### config.mk
export PLATFORM = sky130hd
export DESIGN_NAME = alu_serial_ctrl
export DESIGN_NICKNAME = d
export VERILOG_FILES = /design/src/rtl/alu_pkg.sv /design/src/rtl/alu_bit_slice.sv /design/src/rtl/alu_serial_ctrl.sv
export SDC_FILE = /design/constraint.sdc
export NUM_CORES = 1
export LEC_CHECK = 0
export BUFFER_PORTS_ARGS = -buffer_cell sky130_fd_sc_hd__buf_2
export CAP_MARGIN = 25
export CORE_MARGIN = 2
export CORE_UTILIZATION = 43
export DETAILED_ROUTE_END_ITERATION = 7
export PLACE_DENSITY = 0.62
export SYNTH_ARGS = -nofsm -noshare
export SYNTH_HDL_FRONTEND = slang
export SYNTH_HIERARCHICAL = 1
export SYNTH_SLANG_ARGS = --single-unit
### constraint.sdc
create_clock -name clk -period 4.3 [get_ports clk]
set_clock_uncertainty 0.05 [all_clocks]
set_input_delay 0.86 -clock clk [delete_from_list [all_inputs] [get_ports clk]]
set_output_delay 0.86 -clock clk [all_outputs]
set_load 0.005 [all_outputs]
### src/rtl/alu_pkg.sv
// Shared definitions for the bit-serial ALU sequencer: opcodes, slice ops, FSM states, decode.
// Optional feature macro: ALU_SERIAL_SLT_EN (enables the SLT set-bit patch).
package alu_pkg;

  localparam logic [3:0] ALU_AND = 4'b0000;
  localparam logic [3:0] ALU_OR  = 4'b0001;
  localparam logic [3:0] ALU_ADD = 4'b0010;
  localparam logic [3:0] ALU_SUB = 4'b0110;
  localparam logic [3:0] ALU_SLT = 4'b0111;
  localparam logic [3:0] ALU_NOR = 4'b1100;

  localparam logic [1:0] OP_AND  = 2'b00;
  localparam logic [1:0] OP_OR   = 2'b01;
  localparam logic [1:0] OP_ADD  = 2'b10;
  localparam logic [1:0] OP_LESS = 2'b11;

  typedef enum logic [1:0] {
    IDLE = 2'd0,
    RUN  = 2'd1,
    FIN  = 2'd2
  } state_t;

  typedef struct packed {
    logic       a_inv;
    logic       b_inv;
    logic [1:0] op;
    logic       cin;
    logic       arith;
`ifdef ALU_SERIAL_SLT_EN
    logic       slt;
`endif
  } dec_t;

  function automatic dec_t alu_decode(input logic [3:0] ctrl);
    dec_t d;
    d = '0;
    case (ctrl)
      ALU_AND, ALU_OR, ALU_NOR: begin
        d.a_inv = ctrl[3];
        d.b_inv = ctrl[2];
        d.op    = ctrl[1:0];
      end
      ALU_ADD: begin
        d.op    = OP_ADD;
        d.arith = 1'b1;
      end
      ALU_SUB: begin
        d.b_inv = 1'b1;
        d.op    = OP_ADD;
        d.cin   = 1'b1;
        d.arith = 1'b1;
      end
      ALU_SLT: begin
        // SLT streams the full difference so the MSB sum is available for the set bit.
        d.b_inv = 1'b1;
        d.op    = OP_ADD;
        d.cin   = 1'b1;
        d.arith = 1'b1;
`ifdef ALU_SERIAL_SLT_EN
        d.slt   = 1'b1;
`endif
      end
      default: d = '0;
    endcase
    return d;
  endfunction

endpackage

### src/rtl/alu_bit_slice.sv
// Combinational 1-bit ALU slice with operand inversion, full-adder carry and less input.
module alu_bit_slice
  import alu_pkg::*;
(
  input  logic       a,
  input  logic       b,
  input  logic       less,
  input  logic       A_invert,
  input  logic       B_invert,
  input  logic       cin,
  input  logic [1:0] op,
  output logic       result,
  output logic       cout
);

  logic aa;
  logic bb;

  assign aa   = a ^ A_invert;
  assign bb   = b ^ B_invert;
  assign cout = (aa & bb) | (aa & cin) | (bb & cin);

  always_comb begin
    result = 1'b0;
    case (op)
      OP_AND:  result = aa & bb;
      OP_OR:   result = aa | bb;
      OP_ADD:  result = aa ^ bb ^ cin;
      default: result = less;
    endcase
  end

endmodule

### src/rtl/alu_serial_ctrl.sv
// Bit-serial ALU sequencer: one WIDTH-bit operation through a 1-bit slice, LSB first.
// Optional feature macro: ALU_SERIAL_SLT_EN (SLT set-bit patch; otherwise 0111 acts as SUB).
module alu_serial_ctrl
  import alu_pkg::*;
#(
  parameter int WIDTH = 32
) (
  input  logic             clk,
  input  logic             rst_n,
  input  logic             start,
  input  logic [3:0]       alu_ctrl,
  input  logic [WIDTH-1:0] src1,
  input  logic [WIDTH-1:0] src2,
  output logic             busy,
  output logic             done,
  output logic [WIDTH-1:0] result,
  output logic             zero,
  output logic             cout,
  output logic             overflow,
  output logic [1:0]       dbg_state
);

  localparam int CW = $clog2(WIDTH);
  localparam logic [CW-1:0] LAST = CW'(WIDTH - 1);

  // Handshake: start is honoured only on an edge where state is IDLE; done pulses
  // for one cycle with result/flags valid, and they hold until the next accepted start.
  state_t state;
  state_t state_n;

  logic [WIDTH-1:0] a_sr;
  logic [WIDTH-1:0] b_sr;
  logic [WIDTH-1:0] res_sr;
  logic [CW-1:0]    count;
  logic             carry;
  dec_t             dec_q;
  logic             slice_res;
  logic             slice_cout;
  logic [WIDTH-1:0] res_fin;
  logic             ovf_fin;

`ifdef ALU_SERIAL_SLT_EN
  logic cin_msb_q;
  logic set_bit_q;
`else
  logic ovf_q;
`endif

  assign busy      = (state != IDLE);
  assign dbg_state = state;

  always_ff @(posedge clk or negedge rst_n) begin
    if (!rst_n) state <= IDLE;
    else        state <= state_n;
  end

  always_comb begin
    state_n = state;
    case (state)
      IDLE:    if (start) state_n = RUN;
      RUN:     if (count == LAST) state_n = FIN;
      FIN:     state_n = IDLE;
      default: state_n = IDLE;
    endcase
  end

  alu_bit_slice u_slice (
    .a        (a_sr[0]),
    .b        (b_sr[0]),
    .less     (1'b0),
    .A_invert (dec_q.a_inv),
    .B_invert (dec_q.b_inv),
    .cin      (carry),
    .op       (dec_q.op),
    .result   (slice_res),
    .cout     (slice_cout)
  );

  // After the MSB cycle, carry holds the carry out of the MSB.
  always_comb begin
    res_fin = res_sr;
    ovf_fin = 1'b0;
`ifdef ALU_SERIAL_SLT_EN
    ovf_fin = dec_q.arith & (cin_msb_q ^ carry);
    if (dec_q.slt) res_fin = {{(WIDTH-1){1'b0}}, set_bit_q};
`else
    ovf_fin = dec_q.arith & ovf_q;
`endif
  end

  always_ff @(posedge clk or negedge rst_n) begin
    if (!rst_n) begin
      a_sr      <= '0;
      b_sr      <= '0;
      res_sr    <= '0;
      count     <= '0;
      carry     <= 1'b0;
      dec_q     <= '0;
      done      <= 1'b0;
      result    <= '0;
      zero      <= 1'b0;
      cout      <= 1'b0;
      overflow  <= 1'b0;
`ifdef ALU_SERIAL_SLT_EN
      cin_msb_q <= 1'b0;
      set_bit_q <= 1'b0;
`else
      ovf_q     <= 1'b0;
`endif
    end else begin
      done <= 1'b0;
      case (state)
        IDLE: begin
          if (start) begin
            a_sr  <= src1;
            b_sr  <= src2;
            dec_q <= alu_decode(alu_ctrl);
            carry <= alu_decode(alu_ctrl).cin;
            count <= '0;
          end
        end
        RUN: begin
          res_sr <= {slice_res, res_sr[WIDTH-1:1]};
          a_sr   <= a_sr >> 1;
          b_sr   <= b_sr >> 1;
          carry  <= slice_cout;
          if (count != LAST) begin
            count <= count + 1'b1;
          end else begin
`ifdef ALU_SERIAL_SLT_EN
            cin_msb_q <= carry;
            set_bit_q <= slice_res ^ carry ^ slice_cout;
`else
            ovf_q     <= carry ^ slice_cout;
`endif
          end
        end
        FIN: begin
          result   <= res_fin;
          zero     <= (res_fin == '0);
          cout     <= dec_q.arith & carry;
          overflow <= ovf_fin;
          done     <= 1'b1;
        end
        default: ;
      endcase
    end
  end

endmodule
==> impl_metrics.sql <==
INSERT INTO impl_metrics (metric_group, metric, value, unit) VALUES
('run_status', 'outcome', 'finished, final reports clean', ''),
('critical_path', 'timing_worst_setup_path_type', 'register to primary output', ''),
('clocking', 'h-tree-depth', '4', ''),
('clocking', 'cts_hold_buffers_added', '0', ''),
('critical_path', 'worst_setup_path_end_kind', 'primary output', ''),
('cells_and_area', 'area_used_by_multi_input_combinational_logic', '2360', 'sq um'),
('sta', 'finalHoldViolations', '0', ''),
('detailed_routing', 'first_pass_drt_iterations', '6', ''),
('clocking', 'tritoncts_num_sinks', '146', ''),
('sta', 'transition_time_of_the_tightest_slew_check_pin', '954', 'ps'),
('pwr', 'power.ir.vdd_worst', '0.000315', 'V'),
('sta', 'period_minus_slack', '2300', 'ps'),
('detailed_routing', 'vias', '4767', ''),
('placement', 'dp.cells', '907', ''),
('cells_and_area', 'final_cells', '940', ''),
('critical_path', 'worst_ep_arrival_time', '1390', 'ps'),
('sta', 'finalSetupViolCount', '0', ''),
('critical_path', 'cp-start-kind', 'register', ''),
('sta', 'max_slew_margin', '0.364', ''),
('global_route', 'antenna_found_initial', '0', ''),
('yosys', 'synth-edff-count', '0', ''),
('critical_path', 'worst_r2r_endpoint', 'b_sr[15]$_DFFE_PN0P_', ''),
('yosys', 'synth_top_family_by_area', 'simple AND/OR/NAND/NOR gates', ''),
('yosys', 'ys_dominant_reg_cell', 'dfrtp_1', ''),
('clocking', 'max-clock-path-buffers', '2', ''),
('cells_and_area', 'post-route-util', '0.536', ''),
('pwr', 'p_seq_frac', '0.467', ''),
('placement', 'numPortBuffers', '109', ''),
('pwr', 'total_power', '4.62', 'mW'),
('placement', 'detailed_place_hpwl', '8240', 'microns'),
('critical_path', 'reg2regPathDepth', '4', ''),
('critical_path', 'critical_path.reg2reg.startpoint', 'dbg_state[1]$_DFFE_PN0P_', ''),
('floorplanning', 'die-height', '124', 'microns'),
('yosys', 'unique_cell_type_count_in_the_yosys_netlist', '38', ''),
('pwr', 'netSwitchingPower', '1.46', 'mW'),
('critical_path', 'reg2reg_setup_slack', '2060', 'ps'),
('yosys', 'mappedNetlistNets', '729', ''),
('detailed_routing', 'initialDrtViolationCount', '346', ''),
('sta', 'clock.fmax', '434', 'MHz'),
('cells_and_area', 'post_route_cells_drive_above_1_share', '0.204', ''),
('pwr', 'clock_power_share', '0.308', ''),
('pwr', 'switching_share', '0.315', ''),
('yosys', 'synthDominantCellAreaShare', '0.588', ''),
('global_route', 'first_global_vias', '4747', ''),
('flow_run', 'max-cap-violations', '0', ''),
('placement', 'gp_congestion', '0.729', ''),
('floorplanning', 'design.die.area', '15400', 'sq um'),
('sta', 'setup_tns', '0', 'ps'),
('yosys', 'netlist_top_cells_count', 'nand2_1, dfrtp_1, nor2_1', ''),
('floorplanning', 'placement_rows', '43', ''),
('detailed_routing', 'via_per_inst', '5.07', ''),
('critical_path', 'critPathMaxFanout', '10', ''),
('clocking', 'cts-buffers-inserted', '17', ''),
('global_route', 'global_route.usage.total', '0.174', ''),
('floorplanning', 'floorplan.core_area', '14000', 'sq um'),
('detailed_routing', 'wl_per_cell', '13.6', 'microns'),
('cells_and_area', 'syn2layout_area_growth', '20.5', '%'),
('sta', 'finalMaxSlewViolations', '0', ''),
('yosys', 'synth_mux_area_frac', '0.0632', ''),
('clocking', 'path_clk_slew', '60', 'ps'),
('detailed_routing', 'drc_errors', '0', ''),
('cells_and_area', 'nFillCells', '1290', ''),
('pwr', 'cellPowerDensity', '617', 'nW/um^2'),
('pwr', 'internal-power', '3.16', 'mW'),
('floorplanning', 'num_io_pins', '110', ''),
('yosys', 'yosysMostFrequentCell', 'nand2_1', ''),
('sta', 'layout_setup_ws', '2000', 'ps'),
('cells_and_area', 'n_antenna_cell', '0', ''),
('yosys', 'synth_xor_xnor_area_share', '0.00423', ''),
('cells_and_area', 'design.final.nets', '823', ''),
('yosys', 'synth_cells', '653', '');
-- sequential cells by signal (all words and copies together) (netlist names) --
| signal | cells |
|---|---|
| cout | 1 |
| count | 5 |
| dec_q | 5 |
| result | 32 |
| ovf_q | 1 |
| dbg_state | 2 |
| zero | 1 |
| overflow | 1 |
| done | 1 |
| carry | 1 |
| a_sr | 32 |
| res_fin | 32 |
| b_sr | 32 |
-- kinds of logic after synthesis --
family          count (synthesis)
compound gates                 80
xor+xnor                        3
buf+inv                        50
simple gates                  334
other cells                     1
mux                            34
flops                         146
fa+ha+maj                       5
-- stage by stage --
| step | instance area (sq um) | hold slack (ps) |
|---|---|---|
| 2_1_floorplan | 6210 | 407 |
| 6_report | 7490 | 190 |
| 3_3_place_gp | 6860 | 415 |
| 5_1_grt | 7490 | 177 |
| 4_1_cts | 7460 | 441 |
| 3_5_place_dp | 6890 | 427 |
-- metal layers --
layer  global-route usage  part of all wire  vias up
li1                     -                 -     2343
met1                0.224              0.46     2306
met4               0.0562            0.0059        0
met3               0.0491             0.049        6
met5                    0                 0        -
met2                0.284              0.49      112
-- cell usage in the layout (no fill, tap or decap), types with 4 or more instances in the layout --
| master | n |
|---|---|
| a21oi_1 | 6 |
| a31oi_1 | 62 |
| buf_2 | 108 |
| buf_4 | 6 |
| clkbuf_1 | 4 |
| clkbuf_16 | 17 |
| dfrtp_1 | 146 |
| ha_1 | 4 |
| inv_1 | 7 |
| mux2_1 | 32 |
| nand2_1 | 239 |
| nand3_1 | 5 |
| nor2_1 | 64 |
| nor4_1 | 8 |
| o21ai_1 | 6 |
-- power by group through the flow --
stage / logic [mW] / registers, mW / clock network, mW
final: 1.04 / 2.16 / 1.42
after global routing: 1.23 / 2.22 / 1.52
after CTS: 1.06 / 2.15 / 1.46
after detailed placement: 1.05 / 2.17 / 0
after global placement: 0.978 / 2.15 / 0
after floorplan: 0.818 / 2.07 / 0
-- worst max path at each step --
stage | start | endpoint | slack, ps | cells after the start
floorplan | start | count[2]$_DFFE_PN0P_ | 2420 | 4
global placement | start | a_sr[25]$_DFFE_PN0P_ | 1730 | 5
detailed placement | start | a_sr[17]$_DFFE_PN0P_ | 1650 | 5
CTS | dbg_state[1]$_DFFE_PN0P_ | busy | 1960 | 2
global route | dbg_state[1]$_DFFE_PN0P_ | b_sr[15]$_DFFE_PN0P_ | 1820 | 4
finish | dbg_state[0]$_DFFE_PN0P_ | busy | 2000 | 2
-- layout make-up --
class	instances	area share
flip-flops and latches	146	0.488
multi-input cells	457	0.315
repair buffers	117	0.0870
clock buffers	23	0.0625
well taps	180	0.0301
clock inverters	9	0.0142
inverters	8	0.00401
-- worst max-delay path, stage by stage (launching register included) --
cell	delay (ps)
dfrtp_1	520
or2_2	340
buf_2	120
No activity file was read; power rests on OpenSTA's default activity.
